==> config.mk <==
export PLATFORM = sky130hd
export DESIGN_NAME = draw_rect_char
export DESIGN_NICKNAME = d
export VERILOG_FILES = /design/src/rtl/vga_pkg.sv /design/src/rtl/draw_rect_char_delay.sv /design/src/rtl/draw_rect_char.sv
export SDC_FILE = /design/constraint.sdc
export NUM_CORES = 1
export LEC_CHECK = 0
export BUFFER_PORTS_ARGS = -buffer_cell sky130_fd_sc_hd__buf_4
export CAP_MARGIN = 20
export CORE_MARGIN = 2
export CORE_UTILIZATION = 55
export DETAILED_ROUTE_END_ITERATION = 12
export PLACE_DENSITY = 0.86
export RECOVER_POWER = 100
export SETUP_SLACK_MARGIN = 0.1
export SYNTH_ARGS = -nofsm -noshare
export SYNTH_HDL_FRONTEND = slang
export SYNTH_SLANG_ARGS = --single-unit
==> constraint.sdc <==
create_clock -name clk -period 4 [get_ports clk]
set_clock_uncertainty 0.1 [all_clocks]
set_input_delay 0.4 -clock clk [delete_from_list [all_inputs] [get_ports clk]]
set_output_delay 0.4 -clock clk [all_outputs]
set_load 0.05 [all_outputs]
==> src/rtl/vga_pkg.sv <==
// Shared VGA/text-overlay constants and types.
// CNT_W/RGB_W are the timing-counter and colour widths; the text box is
// TEXT_COLS x TEXT_ROWS glyphs of CHAR_W x CHAR_H pixels.
package vga_pkg;
  localparam int CNT_W     = 11;
  localparam int RGB_W     = 12;
  localparam int CHAR_W    = 8;
  localparam int CHAR_H    = 16;
  localparam int TEXT_COLS = 16;
  localparam int TEXT_ROWS = 16;
  localparam int BOX_W     = CHAR_W * TEXT_COLS;  // 128
  localparam int BOX_H     = CHAR_H * TEXT_ROWS;  // 256
  localparam int PIPE_LAT  = 4;

  // VGA sideband that travels alongside each pixel.
  typedef struct packed {
    logic [CNT_W-1:0] hcount;
    logic [CNT_W-1:0] vcount;
    logic             hsync;
    logic             vsync;
    logic             hblnk;
    logic             vblnk;
  } vga_side_t;
endpackage

==> src/rtl/draw_rect_char_delay.sv <==
// Generic fixed-latency shift register used to align sideband data.
// Ports: clk, rst_n (async low, clears to 0), din -> dout after CLK_DEL clocks.
module delay #(
  parameter int WIDTH   = 1,
  parameter int CLK_DEL = 1
) (
  input  logic             clk,
  input  logic             rst_n,
  input  logic [WIDTH-1:0] din,
  output logic [WIDTH-1:0] dout
);
  logic [CLK_DEL-1:0][WIDTH-1:0] pipe_q, pipe_d;

  always_comb begin
    pipe_d    = pipe_q;
    pipe_d[0] = din;
    for (int i = 1; i < CLK_DEL; i++) pipe_d[i] = pipe_q[i-1];
  end

  always_ff @(posedge clk or negedge rst_n) begin
    if (!rst_n) pipe_q <= '0;
    else        pipe_q <= pipe_d;
  end

  assign dout = pipe_q[CLK_DEL-1];
endmodule

==> src/rtl/draw_rect_char.sv <==
// Overlays a 16x16 character text box (8x16 glyphs) on a VGA pixel stream.
// Ports: clk/rst_n; hcount/vcount/hsync/vsync/hblnk/vblnk/rgb *_in from the
// timing chain and the same set *_out delayed by 4 clocks; char_xy -> text ROM,
// char_code <- text ROM (1 clk); font_addr_code/char_line -> font ROM,
// char_pixels <- font ROM (1 clk, bit 7 = leftmost pixel).
module draw_rect_char
  import vga_pkg::*;
#(
  parameter logic [10:0] X_POS    = 11'd64,
  parameter logic [10:0] Y_POS    = 11'd64,
  parameter logic [11:0] TEXT_RGB = 12'hFFF
) (
  input  logic        clk,
  input  logic        rst_n,
  input  logic [10:0] hcount_in,
  input  logic [10:0] vcount_in,
  input  logic        hsync_in,
  input  logic        vsync_in,
  input  logic        hblnk_in,
  input  logic        vblnk_in,
  input  logic [11:0] rgb_in,
  output logic [7:0]  char_xy,
  input  logic [6:0]  char_code,
  output logic [3:0]  char_line,
  output logic [6:0]  font_addr_code,
  input  logic [7:0]  char_pixels,
  output logic [10:0] hcount_out,
  output logic [10:0] vcount_out,
  output logic        hsync_out,
  output logic        vsync_out,
  output logic        hblnk_out,
  output logic        vblnk_out,
  output logic [11:0] rgb_out
);
  // Stage 1: position relative to the box. Only the low bits are needed and
  // the low bits of a wrapping subtract equal those of the full subtract.
  logic [6:0] rel_x_d;
  logic [7:0] rel_y_d;
  logic       in_box_d;
  logic [7:0] char_xy_d, char_xy_q;
  logic [3:0] line_s1_d, line_s1_q;
  logic [3:0] char_line_d, char_line_q;

  always_comb begin
    rel_x_d   = hcount_in[6:0] - X_POS[6:0];
    rel_y_d   = vcount_in[7:0] - Y_POS[7:0];
    // 12-bit bounds so a box placed near 2047 clips instead of wrapping.
    in_box_d  = ({1'b0, hcount_in} >= {1'b0, X_POS}) &&
                ({1'b0, hcount_in} <  {1'b0, X_POS} + 12'(BOX_W)) &&
                ({1'b0, vcount_in} >= {1'b0, Y_POS}) &&
                ({1'b0, vcount_in} <  {1'b0, Y_POS} + 12'(BOX_H));
    char_xy_d   = {rel_y_d[7:4], rel_x_d[6:3]};
    line_s1_d   = rel_y_d[3:0];
    char_line_d = line_s1_q;   // stage 2: aligned with char_code
  end

  always_ff @(posedge clk or negedge rst_n) begin
    if (!rst_n) begin
      char_xy_q   <= '0;
      line_s1_q   <= '0;
      char_line_q <= '0;
    end else begin
      char_xy_q   <= char_xy_d;
      line_s1_q   <= line_s1_d;
      char_line_q <= char_line_d;
    end
  end

  assign char_xy        = char_xy_q;
  assign char_line      = char_line_q;
  assign font_addr_code = char_code;

  // in_box and pixel column travel 3 clocks to meet char_pixels.
  logic       in_box_s3;
  logic [2:0] px_s3;
  delay #(.WIDTH(4), .CLK_DEL(3)) u_pix_dly (
    .clk(clk), .rst_n(rst_n),
    .din({in_box_d, rel_x_d[2:0]}), .dout({in_box_s3, px_s3})
  );

  // Background colour and blanking aligned with char_pixels for the mux.
  logic        hblnk_s3, vblnk_s3;
  logic [11:0] rgb_s3;
  delay #(.WIDTH(14), .CLK_DEL(3)) u_bg_dly (
    .clk(clk), .rst_n(rst_n),
    .din({hblnk_in, vblnk_in, rgb_in}), .dout({hblnk_s3, vblnk_s3, rgb_s3})
  );

  // Counters/sync/blank go straight through a 4-deep pipe.
  vga_side_t side_in, side_out;
  assign side_in = '{hcount: hcount_in, vcount: vcount_in, hsync: hsync_in,
                     vsync: vsync_in, hblnk: hblnk_in, vblnk: vblnk_in};
  delay #(.WIDTH($bits(vga_side_t)), .CLK_DEL(PIPE_LAT)) u_side_dly (
    .clk(clk), .rst_n(rst_n), .din(side_in), .dout(side_out)
  );

  // Stage 4: composite; blanking always wins over glyph pixels.
  logic [11:0] rgb_out_d, rgb_out_q;
  always_comb begin
    rgb_out_d = rgb_s3;
    if (in_box_s3 && !hblnk_s3 && !vblnk_s3 && char_pixels[3'd7 - px_s3])
      rgb_out_d = TEXT_RGB;
  end

  always_ff @(posedge clk or negedge rst_n) begin
    if (!rst_n) rgb_out_q <= '0;
    else        rgb_out_q <= rgb_out_d;
  end

  assign rgb_out    = rgb_out_q;
  assign hcount_out = side_out.hcount;
  assign vcount_out = side_out.vcount;
  assign hsync_out  = side_out.hsync;
  assign vsync_out  = side_out.vsync;
  assign hblnk_out  = side_out.hblnk;
  assign vblnk_out  = side_out.vblnk;
endmodule

== Word level (Yosys, flattened, before mapping) ==
Cells that the tools add are included.

* Register bits after elaboration: 186
* Bits in latches: 0
* RAM bits: 0
* ROM bits: 0
* Input bits: 55
* Output and inout bits: 57
* Word-level logic and storage cells: 33
* Memories kept: 0

* $add $sub $neg: 3
* Multiply operators: 0
* Div/mod/pow operators: 0
* Magnitude comparators: 5
* Eq/ne operators: 0
* Shifts and indexed selects: 0
* Multiplexer cells: 3
* Bitwise gates (word level): 0
* Reductions and logical operators: 8

{| class="wikitable"
|+ Operators with widths
! cell !! number
|-
| greater-or-equal comparator 11 x 7 -> 1 bit (second input constant) || 2
|-
| 2-to-1 mux 12 bit || 1
|-
| less-than comparator 11 x 8 -> 1 bit (second input constant) || 1
|-
| less-than comparator 11 x 9 -> 1 bit (second input constant) || 1
|-
| subtractor 8 x 7 -> 8 bit (second input constant) || 1
|-
| subtractor 7 bit (second input constant) || 1
|-
| logical AND 1 bit || 6
|-
| less-than comparator 3 x 4 -> 1 bit (second input constant) || 1
|-
| binary-select mux 1 bit (select 3 bit) || 1
|-
| subtractor 3 bit (first input constant) || 1
|-
| zero test 1 bit || 2
|-
| 2-to-1 mux 1 bit || 1
|}

== Logic depth before layout (Yosys ltp) ==
Gate-level depths: netlist of the first run.

* Word-level depth: 5
* Mapped depth: 4
* Mapped depth without buffers: 4

== By module ==
From an unflattened synthesis of the first run, not the netlist that was laid out.

* Cell total of the unflattened synthesis: 243
* Area total of the unflattened synthesis: 5,014.8 um2

{| class="wikitable"
|+ By module, submodules not included
! module !! instances !! cells an instance !! area each (um2) !! sequential area each (um2)
|-
| delay (u_side_dly) || 1 || 104 || 2,602.5 || 2,602.5
|-
| draw_rect_char || 1 || 85 || 1,061.0 || 700.7
|-
| delay (u_bg_dly) || 1 || 42 || 1,051.0 || 1,051.0
|-
| delay (u_pix_dly) || 1 || 12 || 300.3 || 300.3
|}

== Worst setup path before layout of the first run ==
OpenSTA, ideal clock, no wires.

* Path kind: reg2reg
* Start point: reg, netlist name u_side_dly.pipe_d[93]
* End point: reg rgb_out_q[10], in the netlist rgb_out[10]
* Data arrival time: 1.211 ns
* Required time: 3.766 ns
* Setup slack: 2.555 ns
* Cell stages (with the launch flop): 5
* Cells stage by stage: dfrtp_1 > mux4_2 > nor2_2 > buf_6 > o31ai_1

{| class="wikitable"
|+ RTL lines
! what !! RTL line !! source
|-
| end signal: assignment || draw_rect_char.sv:107 || <nowiki>else rgb_out_q <= rgb_out_d;</nowiki>
|-
| end: declaration || draw_rect_char.sv:98 || <nowiki>logic [11:0] rgb_out_d, rgb_out_q;</nowiki>
|}

==> results.md, run 1 <==
- Die H: ~93 um
- Worst-margin pin slew: approximately 1300 ps
- Fin Hold WS: approximately 240 ps
- Num rows: 32
- Clk sinks: 158
- CP Launch Type: input pin
- IO Count: around 110
- TritonCTS clock tree: done
- Starting density of the core: roughly 57%
- Cell family with most CP delay: buffers and inverters
- Syn Nets: 280
- Post-route ant nets: 0
- Yosys warns: 0
- Layout cells sized above 1: 20.32%
- Ant. Diodes: 0
- Post-place setup slack: 2036 ps
- Max Cap Violations: 0
- Final-report max-slew violation count: 0
- Worst setup margin: 1533 ps
- DRC: 0
- Crit end category: asynchronous set/reset pin
- Yosys top cell by area: dfrtp_1
- Yosys top cell area share: 90.23%
- Clock share of power: around 47%
- Nets: between 400 and 500
- Most frequent cells in the layout: 158 x dfrtp_1, 58 x clkbuf_1, 39 x dlygate4sd3_1
- CP Class: in2async
- Die Span X: ~93 um
- CTS Root Buffer Type: clkbuf_8
- RSZ-0062 raised after global routing: no
- Slowest stage delay, CP: 990 ps
- Peak Freq: 405.4 MHz
- DIE AREA: 0.008697 mm^2
- DRT iter0 DRCs: between 40 and 50
- Fill cells: around 490
- Req. time, crit path: 4310 ps
- Area contributors post-synth: dfrtp_1 90%, buf_4 2.7%, o31ai_1 2.1%
- Average wire per standard cell: 16.73 um
- Mapped cell area: around 0.0044 mm^2
- Status: finished clean
- Total GRT Usage: 19.69%
- HP Class: reg2reg
- Clk buf depth: 2
- First drt pass iteration count: 4
- Final hold violation count: 0
- Core box area: slightly below 0.008 mm^2
- First-pass GRT wire length: 12.03 mm
- P_sw: between 800 and 900 uW
- Via count: 2,177
- Netlist cell types: 22
- Internal: 2.829 mW
- Peak supply drop: 0.3317 mV
- Drt via density: around 4.6
- Synth-to-layout area growth: 35.67%
- Initial antenna violation count: 0
- Post-Syn Area per Cell: 19.56 um^2
- Crit path cell chain: dlygate4sd3_1, buf_6, buf_16, clkbuf_1
- Final Setup Violations: 0
- Routability Congestion: 0.6426
- Hpwl dp: 4.265 mm
- Synthesized flop and latch total: between 150 and 200
- Vias in the first global route: 2,414
- Flop pwr share: 46.9%
- Total congestion overflow: 0
- Final TNS setup: 0 ps
- Pwr Density: 612.0 mW/mm^2
- # resized after CTS: 0
- Num CTS Buffers: 17
- Largest net degree at the start of global routing: about 130
- CP Max Fanout: 76
- Design Power: 3.638 mW
- Final worst path period share: 61.67%
- Leak: 2.727 nW
- Worst Path Buf+Inv: 4
- Drt total wl: 7.965 mm
- Commonest non-fill, non-tap cell in the layout: dfrtp_1
- Final Core Density: 76.93%
- Sw frac: 22.24%
- H-tree levels: 4
- Clock-pin slew on the worst setup and hold paths: 60 ps
- Port bufs: 97
- Relative slew slack: about 14%
- Post-layout min period: 2467 ps
- Register area share after synthesis: 90.23%
- Power share of the combinational group: 6.6%
- Cells after synthesis: ~220
- CP max-delay cell: clkbuf_1
- WP data arrival: 2770 ps
- Clk Latency, worst-skew pair: between 500 and 600 ps
-- routing by layer --
layer  share of wire (%)  wire, um  track usage [%]  up-vias
met1                  37      2908            22.23     1102
li1                    -         -                -      976
met2                  56      4438            32.43       79
met5                   0         0                0        -
met4                 3.9       311            13.97        0
met3                 3.8       306            5.318       20
-- worst register-to-register path: cells and delay by family (launching register included) --
| family | cells | cell delay [ps] |
|---|---|---|
| multiplexers | 1 | 370 |
| AO/OA/AOI/OAI | 2 | 970 |
| flip-flops | 1 | 440 |
-- flip-flops by register name (all words and copies together), names as in the netlist --
register,flops
rgb_out,12
u_bg_dly.dout,12
u_pix_dly.pipe_d,2
u_side_dly.dout,26
u_pix_dly.dout,1
u_side_dly.pipe_d,78
u_bg_dly.pipe_d,24
char_xy,3
-- power groups by stage --
stage	combinational (mW)	clock [mW]	sequential (mW)
6_report	0.240	1.69	1.71
5_1_grt	0.258	1.80	1.71
4_1_cts	0.266	1.72	1.71
3_5_place_dp	0.233	0	1.73
3_3_place_gp	0.228	0	1.73
2_1_floorplan	0.0625	0	1.80
-- cell usage after synthesis (all sizes together) --
cell and count:
dfrtp 158, buf 18, inv 15, o31ai 12, nor2 4, mux2 2, nand2 2, nor3 2
a21oi 1, clkbuf 1, ha 1, mux4 1, nand2b 1, nand3 1, nand4 1, nor4 1
o21ai 1, o22ai 1, xor2 1
-- worst paths after layout --
kind                                                      start                               to  slack (ps)  cells past startpoint
worst max register to register  u_side_dly.pipe_d[94]$_DFF_PN0_            rgb_out[11]$_DFF_PN0_        1960                      3
worst min-delay path            u_side_dly.pipe_d[88]$_DFF_PN0_    u_side_dly.dout[10]$_DFF_PN0_         240                      0
max in group clk                u_side_dly.pipe_d[94]$_DFF_PN0_            rgb_out[11]$_DFF_PN0_        1960                      3
worst max-delay path                                      rst_n  u_side_dly.pipe_d[53]$_DFF_PN0_        1530                      4
worst min register to register  u_side_dly.pipe_d[88]$_DFF_PN0_    u_side_dly.dout[10]$_DFF_PN0_         240                      0
min in group asynchronous                                 rst_n    u_side_dly.dout[14]$_DFF_PN0_         320                      2
-- cells by family after synthesis --
family,count (synthesis),share of synthesized area (%)
buffers and inverters,34,4.483
and+or+nand+nor,12,1.342
AOI/OAI and AO/OA,15,2.427
adders and majority gates,1,0.2855
xor gates and xnor gates,1,0.1999
muxes,3,1.028
DFF,158,90.23
-- layout make-up --
type	count	area [um^2]	area share, %
Multi-Input combinational cell	32	231.5	3.894
Clock inverter	13	214.0	3.599
Clock buffer	18	417.9	7.030
Tap cell	102	127.6	2.147
Sequential cell	158	3954	66.51
Timing Repair Buffer	138	943.4	15.87
Inverter	15	56.30	0.9472
-- repair_timing --
item / 4_1_cts / 5_1_grt
buffers inserted: 0 / 0
hold buffers: 38 / 1
endpoints found under the hold margin: 40 / 57
endpoints found under the setup margin: 0 / 0
-- per-stage QoR --
stage,instance area [um^2],cells
after floorplan,4382,224
after global placement,5109,405
after detailed placement,5109,405
after CTS,6121,474
after global routing,5944,476
final,5944,476
Power figures use the tool's default switching activity.
==> run 2: changes to the inputs <==
--- a/config.mk
+++ b/config.mk
@@ -5,12 +5,13 @@
 export SDC_FILE = /design/constraint.sdc
 export NUM_CORES = 1
 export LEC_CHECK = 0
+export ABC_AREA = 1
 export BUFFER_PORTS_ARGS = -buffer_cell sky130_fd_sc_hd__buf_4
 export CAP_MARGIN = 20
 export CORE_MARGIN = 2
-export CORE_UTILIZATION = 55
+export CORE_UTILIZATION = 51
 export DETAILED_ROUTE_END_ITERATION = 12
-export PLACE_DENSITY = 0.86
+export PLACE_DENSITY = 0.81
 export RECOVER_POWER = 100
 export SETUP_SLACK_MARGIN = 0.1
 export SYNTH_ARGS = -nofsm -noshare
==> constraint.sdc (replaced) <==
create_clock -name clk -period 2.6 [get_ports clk]
set_clock_uncertainty 0.1 [all_clocks]
set_input_delay 0.26 -clock clk [delete_from_list [all_inputs] [get_ports clk]]
set_output_delay 0.26 -clock clk [all_outputs]
set_load 0.05 [all_outputs]
==> run 2 against run 1 <==
Compared with the run above: area after synthesis is 0.83% lower; critical path type unchanged; critical endpoint is now u_side_dly.dout[18]$_DFF_PN0_; highest routed layer unchanged; largest power group unchanged; worst hold slack worse by 41 ps; combinational power increased by 47%; routed wire length shrank 14%; clock-buffer cell count stayed put; sequential share of layout area grew 0.65 points; largest cell class unchanged; critical path depth decreased by 1; synthesized cell count increased by 4.5%; global-route usage shrank 3.7 points; cell count rose by 2.9%; die area is 6.6% higher.
==> results.md, run 2 <==
- Status: finished clean
- Post-synthesis xor/xnor area fraction: 0% (-0.20 points)
- Final hold violation count: 0 (unchanged)
- Worst Path Buf+Inv: 3 (-1)
- RSZ-0062 raised after global routing: no
- Post-synth EDFFs: 0 (unchanged)
- DRC: 0 (unchanged)
- Port bufs: 97 (unchanged)
- Final Setup Violations: 0 (unchanged)
- Die H: 96.31 um (+3.3%)
- Num rows: 33 (+3.1%)
- Setup crit start: rst_n
- Core box area: 0.008258 mm^2 (+6.9%)
- First drt pass iteration count: 4 (unchanged)
- Met2 WL: 3.827 mm (-14%)
- Total GRT Usage: 16.03% (-3.7 points)
- TritonCTS clock tree: done
- Layout cells sized above 1: 19.48% (-0.84 points)
- WP data arrival: 2150 ps (-620 ps)
- Peak Freq: 578.1 MHz
- Post-layout min period: 1730 ps
- Yosys top cell by area: dfrtp_1
- Drt via density: 4.443 (-2.9%)
- Top Metal Used: met4
- Clk Latency, worst-skew pair: 500 ps (about the same)
- Yosys warns: 0 (unchanged)
- Async SR Flop Fraction: 100.0% (unchanged)
- Largest register FFs: 78 (unchanged)
- Crit path cell chain: dlygate4sd3_1, buf_6, clkbuf_4
- Area contributors post-synth: dfrtp_1 91%, buf_4 2.8%, nand2_1 1.7%
- Final TNS setup: 0 ps (unchanged)
- Leak: 2.768 nW (+1.5%)
- Main flop type after synthesis: dfrtp_1
- Nets: 430 (+2.9%)
- Synthesized flop and latch total: 158 (unchanged)
- HP Class: in2async
- DRT iter0 DRCs: 37 (-23%)
- CP max-delay cell: clkbuf_4
- Worst r2r src: u_side_dly.pipe_d[93]$_DFF_PN0_
- WL met3: 328 um (+7.2%)
- Cell family with most CP delay: buffers and inverters
- Total congestion overflow: 0 (unchanged)
- Largest net degree at the start of global routing: 70 (-48%)
- Drt total wl: 6.833 mm (-14%)
- Num CTS Buffers: 17 (unchanged)
- Slowest stage delay, CP: 840 ps (-150 ps)
- Crit end category: asynchronous set/reset pin
- Final-report max-slew violation count: 0 (unchanged)
- DIE AREA: 0.009275 mm^2 (+6.6%)
- Netlist cell types: 16 (-27%)
- Register area share after synthesis: 90.99% (+0.75 points)
- Peak supply drop: 0.5135 mV (+55%)
- Most frequent cells in the layout: 158 x dfrtp_1, 55 x clkbuf_1, 39 x dlygate4sd3_1
- Clk sinks: 158 (unchanged)
- Synth-to-layout area growth: 35.47%
- Average wire per standard cell: 13.94 um (-17%)
- Pwr Density: 932.5 mW/mm^2 (+52%)
- Multiplexer share of the synthesized area: 0% (-1.0 points)
- CTS Root Buffer Type: clkbuf_8
- Most frequent cell after synthesis: dfrtp_1
- Vias in the first global route: 2,377 (-1.5%)
- Max Cap Violations: 0 (unchanged)
- Post-Syn Area per Cell: 18.57 um^2 (-5.1%)
- CP Launch Type: input pin
- Via count: 2,177 (unchanged)
- Relative slew slack: 42.65% (+28 points)
- Clk buf depth: 2 (unchanged)
- H-tree levels: 4 (unchanged)
- Die Span X: 96.31 um (+3.3%)
- Commonest non-fill, non-tap cell in the layout: dfrtp_1
- Initial antenna violation count: 0 (unchanged)
- Synth Area in Simple Gates: 3.887% (+2.5 points)
- Mapped cell area: 0.004345 mm^2 (-0.83%)
- WL met1: 2.573 mm (-12%)
- Yosys top cell area share: 90.99% (+0.75 points)
- Final Core Density: 71.29% (-5.6 points)
- CP Max Fanout: 69 (-9.2%)
- Starting density of the core: 52.62% (-4.1 points)
- Ant. Diodes: 0 (unchanged)
- Post-CTS setup buffer count: 0 (unchanged)
- Syn Nets: 290 (+3.6%)
- Hpwl dp: 4.032 mm (-5.5%)
- CP Class: in2async
- Complex-gate fraction of the synthesized area: 0.3455% (-2.1 points)
- Cells after synthesis: 234 (+4.5%)
- Combinational family with the most area after synthesis: buffers and inverters
- Routability Congestion: 0.6529 (+1.6%)
- Worst-margin pin slew: 860.2 ps (-426.6 ps)
- Post-synthesis adder-cell area fraction: 0.2879% (+0.0024 points)
- Clock-pin slew on the worst setup and hold paths: 60 ps (about the same)
- Post-route ant nets: 0 (unchanged)
- Final worst path period share: 66.53%
- IO Count: 112 (unchanged)
- Top cells by count, synth: 158 x dfrtp_1, 20 x nand2_1, 16 x buf_4, 16 x inv_1
- Req. time, crit path: 3020 ps (-1290 ps)
- First-pass GRT wire length: 10.55 mm (-12%)
[run 2: changes by cell type in the layout (fill, tap and decap cells not counted), sizes merged, moves of 2 or more]
cell	before	now
nand2	2	22
o31ai	12	0
clkinv	4	0
inv	17	21
nand3	1	5
clkinvlp	2	4
mux2	2	0
[run 2: final cells by class]
class	count	area (um^2)
timing repair buffer	138	930.9
tap	105	131.4
sequential	158	3954
clock buffer	18	427.9
multi-input combinational	42	193.9
inverter	17	63.81
fill	567	2371
clock inverter	12	185.2
[run 2: metal layers]
layer | global-route usage [%] | up-vias
li1 | - | 982
met1 | 16.88 | 1108
met2 | 28.53 | 75
met3 | 5.795 | 12
met4 | 7.394 | 0
met5 | 0 | -
[run 2: final timing paths]
| kind | end | slack, ps | cells past startpoint |
|---|---|---|---|
| max | u_side_dly.dout[18]$_DFF_PN0_ | 870 | 3 |
| min | u_side_dly.dout[15]$_DFF_PN0_ | 200 | 2 |
| max reg2reg | rgb_out[8]$_DFF_PN0_ | 1040 | 7 |
| min reg2reg | u_side_dly.pipe_d[76]$_DFF_PN0_ | 250 | 0 |
| max in group clk | char_xy[0] | 900 | 1 |
| min in group clk | u_side_dly.pipe_d[76]$_DFF_PN0_ | 250 | 0 |
[run 2: logic make-up (layout without fill, tap and decap cells)]
logic type	count (synthesis)	after routing
buffers and inverters	34	185
and+or+nand+nor	38	38
adders and majority gates	1	1
AOI/OAI and AO/OA	3	3
DFF	158	158
[run 2: power by group]
part           total (mW)  internal, mW  switching (mW)
logic               0.353         0.105           0.248
registers            2.62          2.58          0.0385
clock network        2.52          1.59           0.930
[run 2: repair_timing]
item / 4_1_cts / 5_1_grt
endpoints found under the setup margin: 0 / 0
resized for setup: 0 / 0
endpoints found under the hold margin: 106 / 0
hold buffers: 39 / 0
[run 2: per-stage QoR]
step | worst slack [ps] | cells | power [mW] | cell area [um^2] | hold WS (ps)
floorplan | 1461 | 234 | 2.862 | 4345 | -135.6
global placement | 1427 | 421 | 3.005 | 5105 | 176.9
detailed placement | 1225 | 421 | 3.022 | 5105 | 184.2
CTS | 1119 | 490 | 5.602 | 6108 | 215.1
global route | 569.8 | 490 | 5.707 | 5887 | 243.2
finish | 870.3 | 490 | 5.490 | 5887 | 203.2
[run 2: worst reg2reg max path: cells and delay by family, from the launching register on]
family                 cells  cell delay (ps)
buffers and inverters      1              110
flip-flops                 1              420
AND/OR/NAND/NOR            6              780
==> run 3: changes to the inputs <==
--- a/config.mk
+++ b/config.mk
@@ -5,7 +5,7 @@
 export SDC_FILE = /design/constraint.sdc
 export NUM_CORES = 1
 export LEC_CHECK = 0
-export ABC_AREA = 1
+export ABC_AREA = 0
 export BUFFER_PORTS_ARGS = -buffer_cell sky130_fd_sc_hd__buf_4
 export CAP_MARGIN = 20
 export CORE_MARGIN = 2
==> constraint.sdc (replaced) <==
create_clock -name clk -period 1.72 [get_ports clk]
set_clock_uncertainty 0.1 [all_clocks]
set_input_delay 0.172 -clock clk [delete_from_list [all_inputs] [get_ports clk]]
set_output_delay 0.172 -clock clk [all_outputs]
set_load 0.05 [all_outputs]
==> run 3 against run 2 <==
Compared with the run above: combinational power up 65%; worst hold slack better by 15 ps; first-iteration DRC count up 76%; clock power up 38%; largest power group unchanged; sequential power up 52%; critical endpoint is now rgb_out[9]$_DFF_PN0_; sequential share of layout area down 1.2 points.
==> results.md, run 3 (synthesized netlist as in run 1, its figures left out) <==
- Fill cells: 550 (-3.0%)
- DRC: 0 (unchanged)
- Core box area: 0.008258 mm^2 (unchanged)
- DIE AREA: 0.009349 mm^2 (+0.80%)
- Num CTS Buffers: 17 (unchanged)
- Worst-margin pin slew: 1053 ps (+193.2 ps)
- Total congestion overflow: 0 (unchanged)
- Final worst path period share: 90.74%
- HP Class: in2reg
- Peak Freq: 640.7 MHz
- CP Launch Type: flop
- TritonCTS clock tree: done
- CTS Root Buffer Type: clkbuf_8
- Drt via density: 4.503 (+1.4%)
- Final TNS setup: 0 ps (unchanged)
- Pwr Density: 1342 mW/mm^2 (+44%)
- Final hold violation count: 0 (unchanged)
- Hpwl dp: 4.472 mm (+11%)
- Area of the multi-input gates: 236.5 um^2 (+22%)
- Layout cells sized above 1: 34.66% (+15 points)
- Req. time, crit path: 1980 ps (-1040 ps)
- Sequential Area: 0.003954 mm^2 (unchanged)
- Synth-to-layout area growth: 36.69%
- Crit end category: flop
- Die H: 96.69 um (+0.40%)
- Largest net degree at the start of global routing: 51 (-27%)
- Total GRT Usage: 18.61% (+2.6 points)
- First drt pass iteration count: 4 (unchanged)
- Largest register FFs: 78 (unchanged)
- Clk sinks: 158 (unchanged)
- Final Setup Violations: 0 (unchanged)
- Leak: 2.867 nW (+3.6%)
- Post-route ant nets: 0 (unchanged)
- Ant. Diodes: 0 (unchanged)
- Clock-pin slew on the worst setup and hold paths: 60 ps (about the same)
- Final-report max-slew violation count: 0 (unchanged)
- CP Max Fanout: 12 (-83%)
- Max Cap Violations: 0 (unchanged)
- Commonest non-fill, non-tap cell in the layout: dfrtp_1
- DRT iter0 DRCs: 65 (+76%)
- Status: finished clean
- Nets: 421 (-2.1%)
- Peak supply drop: 0.8325 mV (+62%)
- Post-layout min period: between 1500 and 2000 ps
- Clk Latency, worst-skew pair: 510 ps (about the same)
- CP Class: reg2reg
- Num rows: 33 (unchanged)
- WP data arrival: 1820 ps (-330 ps)
- RSZ-0062 raised after global routing: yes
- Die Span X: 96.69 um (+0.40%)
- Design Power: 8.037 mW (+46%)
- IO Count: 112 (unchanged)
- Vias in the first global route: 2,505 (+5.4%)
- Routability Congestion: 0.7334 (+12%)
- Most frequent cells in the layout: 158 x dfrtp_1, 51 x clkbuf_2, 39 x dlygate4sd3_1
- Via count: 2,175 (-0.092%)
- Port bufs: 97 (unchanged)
- H-tree levels: 4 (unchanged)
- First-pass GRT wire length: 12.92 mm (+22%)
- Drt total wl: 7.547 mm (+10%)
- Initial antenna violation count: 0 (unchanged)
- Reg2Reg Setup Slack: 160 ps (-880 ps)
- Relative slew slack: 29.78% (-13 points)
- Clk buf depth: 2 (unchanged)
- Starting density of the core: 53.06% (+0.44 points)
- Average wire per standard cell: 15.63 um (+12%)
==> run 3: power breakdown <==
part	internal [mW]	total, mW	switching, mW
Combinational	0.195	0.584	0.389
Sequential	3.90	3.97	0.0635
Clock	2.03	3.49	1.46
Total	6.12	8.04	1.91
==> run 3: worst paths after layout <==
check,startpoint,cells past startpoint,end
max in group asynchronous,rst_n,3,u_bg_dly.pipe_d[28]$_DFF_PN0_
max reg2reg,u_side_dly.pipe_d[93]$_DFF_PN0_,4,rgb_out[9]$_DFF_PN0_
min reg2reg,u_bg_dly.pipe_d[30]$_DFF_PN0_,0,u_bg_dly.dout[2]$_DFF_PN0_
min,char_pixels[2],5,rgb_out[8]$_DFF_PN0_
min in group asynchronous,rst_n,2,u_side_dly.pipe_d[56]$_DFF_PN0_
max,u_side_dly.pipe_d[93]$_DFF_PN0_,4,rgb_out[9]$_DFF_PN0_
==> run 3: final cells by class <==
type,count,share of cell area [%]
Tap cell,105,2.193
Clock buffer,19,7.374
Inverter,15,0.9400
Timing Repair Buffer,141,17.36
Sequential cell,158,66.01
Multi-Input combinational cell,32,3.948
Clock inverter,13,2.173
==> run 3: critical path: stages (launching register included) <==
cell     delay [ps]
dfrtp_1         410
mux4_2          550
nor2_4          120
buf_12          140
o31ai_1         100
==> run 3: timing repair <==
item | 4_1_cts | 5_1_grt
endpoints found under the hold margin | 200 | 0
setup buffers | 1 | 0
gates resized for setup | 1 | 0
setup endpoints to repair | 12 | 10
hold buffers | 39 | 0
pin swaps | 1 | 1
==> run 3: stage by stage <==
| step | instance area [um^2] | setup slack (ps) | instances | hold WS (ps) | utilization (%) |
|---|---|---|---|---|---|
| 6_report | 5989 | 159.3 | 483 | 218.0 | 72.53 |
| 5_1_grt | 5989 | 88.79 | 483 | 215.6 | 72.53 |
| 4_1_cts | 6147 | 146.0 | 483 | 46.59 | 74.44 |
| 3_5_place_dp | 5160 | -2.113 | 411 | 11.08 | 62.48 |
| 3_3_place_gp | 5160 | 97.81 | 411 | 8.810 | 62.48 |
| 2_1_floorplan | 4382 | 275.3 | 224 | -223.6 | - |
==> run 3: per-layer routing <==
| metal | GRT usage [%] | vias to the layer above | share of wire, % |
|---|---|---|---|
| met5 | 0 | - | 0 |
| li1 | - | 982 | - |
| met4 | 9.967 | 0 | 3.1 |
| met1 | 20.89 | 1112 | 36 |
| met2 | 32.53 | 63 | 57 |
| met3 | 4.841 | 18 | 3.3 |
